### config.mk
export PLATFORM = sky130hd
export DESIGN_NAME = drain_buffer_loader
export DESIGN_NICKNAME = d
export VERILOG_FILES = /design/src/rtl/drain_buffer_loader.sv
export SDC_FILE = /design/constraint.sdc
export NUM_CORES = 1
export LEC_CHECK = 0
export CAP_MARGIN = 20
export CORE_ASPECT_RATIO = 1.4
export CORE_MARGIN = 2
export CORE_UTILIZATION = 50
export CTS_CLUSTER_SIZE = 8
export DETAILED_ROUTE_END_ITERATION = 6
export PLACE_DENSITY = 0.95
export REMOVE_ABC_BUFFERS = 1
export SYNTH_ARGS = -nofsm -noshare
export SYNTH_HDL_FRONTEND = slang
export SYNTH_SLANG_ARGS = --single-unit
### constraint.sdc
create_clock -name clk -period 4.1 [get_ports clk]
set_input_delay 1.025 -clock clk [delete_from_list [all_inputs] [get_ports clk]]
set_output_delay 1.025 -clock clk [all_outputs]
set_load 0.02 [all_outputs]
### src/rtl/drain_buffer_loader.sv
// Drain buffer loader: streams accumulator rows into the banked drain RAM,
// bank-rotated per frame, then pulses done once the write pipe has flushed.
module drain_buffer_loader #(
  parameter int LINWDTH = 9,
  parameter int ADDRLEN = 3,
  parameter int WORDLEN = 16,
  parameter int PLDEPTH = 2
) (
  input  logic                                          clk,
  input  logic                                          reset,
  input  logic                                          start,
  input  logic [LINWDTH-ADDRLEN-1:0]                    cfgEOF,
  input  logic [LINWDTH-ADDRLEN-1:0]                    cfgNumIters,
  input  logic [ADDRLEN-1:0]                            cfgRot,
  input  logic                                          inValid,
  output logic                                          inReady,
  input  logic [(2**ADDRLEN)*WORDLEN-1:0]               inData,
  output logic [(2**ADDRLEN)*(LINWDTH-ADDRLEN)-1:0]     wrAddr,
  output logic [(2**ADDRLEN)-1:0]                       wrEn,
  output logic [(2**ADDRLEN)*WORDLEN-1:0]               wrData,
  output logic                                          busy,
  output logic                                          done
);

  localparam int AW = LINWDTH - ADDRLEN;
  localparam int B  = 2**ADDRLEN;
  localparam int FW = $clog2(PLDEPTH + 2);

  typedef enum logic [1:0] {
    S_IDLE,
    S_LOAD,
    S_FLUSH,
    S_DONE
  } state_t;

  state_t r_state;
  state_t w_next;

  logic [AW-1:0]      r_eof;
  logic [AW-1:0]      r_niters;
  logic [ADDRLEN-1:0] r_rotstep;
  logic [AW-1:0]      r_off;
  logic [AW-1:0]      r_iter;
  logic [AW-1:0]      r_base;
  logic [ADDRLEN-1:0] r_rot;
  logic [FW-1:0]      r_fcnt;

  logic [B-1:0]         r_wrEn;
  logic [B*AW-1:0]      r_wrAddr;
  logic [B*WORDLEN-1:0] r_wrData;

  logic                 w_accept;
  logic                 w_eol;
  logic                 w_last;
  logic                 w_degen;
  logic [AW-1:0]        w_addr;
  logic [B*WORDLEN-1:0] w_rot_data;

  assign w_eol   = (r_off == r_eof - AW'(1));
  assign w_last  = w_eol && (r_iter == r_niters - AW'(1));
  assign w_degen = (cfgEOF == '0) || (cfgNumIters == '0);
  assign w_addr  = r_base + r_off;

  always_comb begin
    w_next   = r_state;
    w_accept = 1'b0;
    unique case (r_state)
      S_IDLE: begin
        if (start) w_next = w_degen ? S_FLUSH : S_LOAD;
      end
      S_LOAD: begin
        w_accept = inValid;
        if (inValid && w_last) w_next = S_FLUSH;
      end
      S_FLUSH: begin
        if (r_fcnt == FW'(PLDEPTH)) w_next = S_DONE;
      end
      S_DONE: begin
        w_next = S_IDLE;
      end
      default: w_next = S_IDLE;
    endcase
  end

  // Bank k takes word (k + rot) mod B: a right rotation of the beat.
  always_comb begin
    w_rot_data = '0;
    for (int k = 0; k < B; k++) begin
      w_rot_data[k*WORDLEN +: WORDLEN] =
        inData[int'(ADDRLEN'(k) + r_rot) * WORDLEN +: WORDLEN];
    end
  end

  always_ff @(posedge clk) begin
    if (reset) begin
      r_state   <= S_IDLE;
      r_eof     <= '0;
      r_niters  <= '0;
      r_rotstep <= '0;
      r_off     <= '0;
      r_iter    <= '0;
      r_base    <= '0;
      r_rot     <= '0;
      r_fcnt    <= '0;
      r_wrEn    <= '0;
      r_wrAddr  <= '0;
      r_wrData  <= '0;
    end else begin
      r_state <= w_next;
      r_wrEn  <= {B{w_accept}};

      if (r_state == S_FLUSH) r_fcnt <= r_fcnt + FW'(1);
      else                    r_fcnt <= '0;

      if (r_state == S_IDLE && start) begin
        r_eof     <= cfgEOF;
        r_niters  <= cfgNumIters;
        r_rotstep <= cfgRot;
        r_off     <= '0;
        r_iter    <= '0;
        r_base    <= '0;
        r_rot     <= '0;
      end

      if (w_accept) begin
        r_wrAddr <= {B{w_addr}};
        r_wrData <= w_rot_data;
        if (w_eol) begin
          r_off  <= '0;
          r_iter <= r_iter + AW'(1);
          r_base <= r_base + r_eof;
          r_rot  <= r_rot + r_rotstep;
        end else begin
          r_off <= r_off + AW'(1);
        end
      end
    end
  end

  assign inReady = (r_state == S_LOAD);
  assign busy    = (r_state != S_IDLE);
  assign done    = (r_state == S_DONE);
  assign wrEn    = r_wrEn;
  assign wrAddr  = r_wrAddr;
  assign wrData  = r_wrData;

endmodule

Word level (Yosys, flattened, before mapping)
Index checks and enable logic that the tools add are counted.
Storage, ports and cells
  bits of input ports: 147
  flip-flop bits (word level): 217
Cells by class
  eq/ne operators: 9
  reduce and logical (&&, ||, !) cells: 11
  bitwise operators: 1
  shift-type cells: 8
  mux-type cells: 18
  add/sub/neg operators: 15
Operators with widths (number)
  128-bit by 9-bit variable part select with 16-bit output: 7
  128-bit by 8-bit variable part select with 16-bit output: 1
  6-bit 2-to-1 mux: 9
  3-bit by 3-bit adder with 4-bit output, first input constant: 4
  6-bit by 1-bit adder with 6-bit output, second input constant: 2
  6-bit adder: 2
  6-bit == test: 2
  6-bit logical NOT: 2
  6-bit by 1-bit subtractor with 6-bit output, second input constant: 2
  3-bit 2-to-1 mux: 3
  2-bit by 3-bit adder with 4-bit output, first input constant: 2
  2-bit 2-to-1 mux: 4
  2-bit one-hot mux with 4 select lines: 1
  2-bit == test, second input constant: 3
  1-bit by 3-bit adder with 4-bit output, first input constant: 1
  2-bit != test, second input constant: 2
  2-bit nonzero test: 2
  3-bit adder: 1
  1-bit logical AND: 3
  3-bit AND reduction: 1
  2-bit by 1-bit adder with 2-bit output, second input constant: 1
  2-bit by 1-bit == test with 1-bit output, second input constant: 1
  2-bit logical NOT: 1
  2-bit by 1-bit != test with 1-bit output, second input constant: 1
  4 further kinds: 4

Longest topological paths before layout
  depth in word-level cells: 6
  gate-level depth with buffers: 10
  mapped depth without buffers: 9

Least setup slack after synthesis
No wires, ideal clock.
  kind: reg-to-reg
  start point: register r_rot[1]
  end point: register r_rot[2]
  slack: 1603 ps
  library setup time: 60 ps
  stages on the path, launching flop included: 11
  arrival: 2438 ps
  required time: 4040 ps
  period minus slack after synthesis: 2497 ps
  cell sequence: dfxtp_1 > buf_2 > buf_1 > buf_2 > buf_2 > inv_1 > fa_1 > xor2_1 > or3_1 > a21oi_1 > a41o_1
Between the ends
  word-level cells in the longest chain between the ends: 3
Ends and longest elaborated chain
  from (decl): line 45  | logic [ADDRLEN-1:0] r_rot;
  from (signal assigned): line 132  | r_rot <= r_rot + r_rotstep;
  3-bit adder: line 132
  3-bit 2-to-1 mux: line 128  | if (w_eol) begin
  3-bit 2-to-1 mux: line 125  | if (w_accept) begin
No other way between the ends.
A chain may end at the register's enable or synchronous reset.

Worst setup path in the final report
  start point: register r_eof[0]
  end point: register r_base[5]
Between the ends
  word-level cells in the longest chain between the ends: 4
  elaborated cells between the ends (all ways): 5
  classes of those cells: 2 x add/sub; 1 x eq/ne; 2 x mux
Ends and longest elaborated chain
  from (decl): line 39  | logic [AW-1:0] r_eof;
  from (signal assigned): line 116  | r_eof <= cfgEOF;
  6-bit by 1-bit subtractor with 6-bit output: line 59  | assign w_eol = (r_off == r_eof - AW'(1));
  6-bit == test: line 59
  6-bit 2-to-1 mux (*): line 128
  6-bit 2-to-1 mux (*): line 125
  to (signal assigned): line 131  | r_base <= r_base + r_eof;
  to (decl): line 44  | logic [AW-1:0] r_base;
Mark *: on every way between the ends. The rest lies on a longest branch, timed or not.

==> qor.csv <==
stage,metric,value,unit
detailed_routing,routed_wirelength,33.48,mm
timing,tightest_slew,1.068,ns
timing,relSlewSlack,28.77,%
yosys,ys_seq_area_share,34.07,%
worst_hold_path,hold_path.startpoint,r_fcnt[0]$_SDFF_PP0_,
global_route,antenna_found_initial,0,
critical_path,path_max_fanout,28,
timing,clock-skew-final,0.009402,ns
critical_path,setup.worst_path.class,flop to flop,
global_route,grt_usage,29.45,%
power,p_clk_share,26.6,%
power,vdd_drop_max,0.2773,mV
clock_network,clock_path_buffers,2,
timing,finalHoldViolations,0,
critical_path,required,4.44,ns
detailed_routing,wl_per_cell,18.90,microns
yosys,yosysMostFrequentCell,nor2_1,
detailed_routing,drtIter0Drc,1048,
finish,seq_area,3515,sq um
timing,fin_crit,2.872,ns
global_route,overflow,0,
timing,finalSetupViolCount,0,
critical_path,cp.buffers_inverters,1,
critical_path,reg2reg_slack,1.23,ns
floorplan,rows,62,
worst_hold_path,hold_class,flop to flop,
timing,rsz0062_at_grt,no,
global_route,grt_pass1_wl,52.48,mm
floorplan,dieArea,21750,sq um
finish,stdcell_count,1771,
finish,synthToLayoutAreaGrowth,35.38,%
yosys,synth.cell_area,10280,sq um
power,leakagePower,4.713,nW
yosys,synth_edf_count,0,
critical_path,path_delay_family,simple AND/OR/NAND/NOR gates,
finish,nets,1673,
yosys,ys.flop_type,dfxtp_1,
floorplan,start_util,50.60,%
global_route,grt_max_degree,104,
yosys,synth-seq-cells,175,
worst_hold_path,min_to,r_fcnt[0]$_SDFF_PP0_,
detailed_routing,num_vias,10680,
critical_path,ff2ff_path_depth,8,
placement,port_buffers,333,
floorplan,num_io_pins,334,
yosys,postSynth.asyncResetShare,0,%
clock_network,cts_resized,0,
yosys,netlist.area_leader.share,34.07,%
finish,multiInputGateArea,5932,sq um
finish,insertedDiodeCount,0,
yosys,synth_top_area_cell,dfxtp_1,
yosys,yosys_warnings,0,
finish,fillers,1554,
finish,final_area,13920,sq um
detailed_routing,drt_pass1_iterations,5,
power,total_power,6.148,mW
critical_path,rr_endpoint,r_base[5]$_SDFF_PP0_,
yosys,synth_area_leaders,"dfxtp_1, mux2i_1, nor2_1",
clock_network,cts-buffers-inserted,17,
critical_path,reg2reg_from,r_eof[0]$_SDFFE_PP0P_,
timing,fin_crit_sh,70.04,%
run,drv_cap,0,
detailed_routing,via_per_inst,6.030,
clock_network,root_buffer,clkbuf_16,
power,p_comb_share,38.0,%
timing,fmax,348.2,MHz
yosys,netlist_top_cells_count,"nor2_1, dfxtp_1, nand2_1",
power,switching_power,2.266,mW
placement,dpl.cell_count,1739,
timing,slew_viol_final,0,
clock_network,cts_tree,yes,
critical_path,max_stage_delay,0.66,ns
detailed_routing,drtAntennaViolNets,0,
clock_network,cts_hold_buf,0,
placement,dp_hpwl,23.31,mm
placement,place_congestion,0.9114,
clock_network,cts_setup_buffers,0,
critical_path,startpoint_type,flop,
yosys,avgSynthCellArea,7.953,sq um
clock_network,htreeDepth,4,
power,p_int,3.882,mW
floorplan,core,20320,sq um
power,p_per_area,441.6,nW/um^2
global_route,grt_pass1_vias,10300,
clock_network,clk_pin_slew,0.07,ns
critical_path,crit_slowest_cell,nor4b_4,
clock_network,clkLatencyLatePin,0.43,ns
power,swShare,36.85,%
power,seq_power_share,35.4,%
yosys,synth_cell_types,55,
floorplan,die_w,125.2,microns
worst_hold_path,hold_depth,1,
yosys,syn_inst,1293,
floorplan,die_y,173.7,microns
critical_path,worstPathArrival,3.22,ns
critical_path,worstPathCellList,inv_1 -> ha_1 -> xor2_1 -> nand2_1 -> nor4b_4 -> nand3_4 -> or3b_1 -> a31oi_1,
placement,placed_cell_area,13330,sq um
detailed_routing,drc,0,
clock_network,tritoncts_num_sinks,175,
critical_path,crit_path_end_kind,flop,
finish,drive_above_1_share,7.723,%
run_status,outcome,"complete, no violations",
==> cell families after synthesis <==
family          count (synthesis)  synth area share, %
buf+inv                       182                8.590
compound gates                303                19.72
xor+xnor                       21                1.789
fa+ha+maj                      24                3.139
mux                           129                13.14
flops                         175                34.07
simple gates                  459                19.55
==> cell type report <==
type                    count  area share (%)
multi-input cells         936           42.61
clock inverters            14           1.078
well taps                 256           2.301
flip-flops and latches    175           25.24
clock buffers              18           3.154
inverters                  23          0.6201
repair buffers            349           24.99
==> per-layer routing <==
metal	wire length (microns)	vias to the layer above	global-route usage (%)
met5	0	-	0
li1	-	4984	-
met3	2980	110	7.963
met4	1683	0	14.81
met1	12130	5010	32.56
met2	16680	576	51.70
==> power groups by stage <==
stage                     clock (mW)  combinational [mW]  sequential (mW)
after floorplan                    0               0.922             2.51
after global placement             0                2.26             2.20
after detailed placement           0                2.31             2.21
after CTS                       1.65                2.33             2.17
after global routing            1.72                2.51             2.21
final                           1.63                2.34             2.18
==> sequential cells by signal (all words and copies together), names as in the netlist <==
register / flops
r_state: 2
r_eof: 6
r_rotstep: 3
r_iter: 6
r_fcnt: 2
wrData: 128
r_base: 6
r_niters: 6
wrAddr: 6
wrEn: 1
r_off: 6
r_rot: 3
==> placed cells by master, fill, tap and decap left out, drive strengths merged, types with 18 or more instances in the layout <==
| cell type | netlist | routed |
|---|---|---|
| a211oi | 67 | 67 |
| a21oi | 73 | 73 |
| a221oi | 18 | 18 |
| a22oi | 48 | 48 |
| clkbuf | 81 | 18 |
| clkdlybuf4s50 | 0 | 332 |
| dfxtp | 175 | 175 |
| ha | 21 | 21 |
| inv | 22 | 30 |
| mux2 | 48 | 48 |
| mux2i | 81 | 81 |
| nand2 | 120 | 120 |
| nand3 | 40 | 40 |
| nor2 | 195 | 195 |
| nor3 | 69 | 69 |
| o21ai | 52 | 52 |
==> worst max-delay path by stage <==
stage | start | endpoint | slack (ns) | cells past startpoint
after floorplan | r_rot[1]$_SDFF_PP0_ | wrData[48]$_SDFFE_PP0P_ | -1.65 | 3
after global placement | inValid | wrData[102]$_SDFFE_PP0P_ | 1.12 | 7
after detailed placement | inValid | wrData[107]$_SDFFE_PP0P_ | 1.06 | 7
after CTS | r_state[0]$_SDFFE_PP0P_ | busy | 1.26 | 4
after global routing | r_eof[0]$_SDFFE_PP0P_ | r_base[5]$_SDFF_PP0_ | 1.10 | 8
final | r_eof[0]$_SDFFE_PP0P_ | r_base[5]$_SDFF_PP0_ | 1.23 | 8
==> through the flow <==
| stage | hold WS [ns] | setup slack, ns | utilization (%) | setup TNS, ns |
|---|---|---|---|---|
| after floorplan | 0.3912 | -1.650 | - | -143.21 |
| after global placement | 0.3990 | 1.117 | 65.60 | 0 |
| after detailed placement | 0.4334 | 1.064 | 65.60 | 0 |
| after CTS | 0.4433 | 1.257 | 68.50 | 0 |
| after global routing | 0.4576 | 1.101 | 68.50 | 0 |
| final | 0.4368 | 1.228 | 68.50 | 0 |
(Power assumes the default switching activity.)
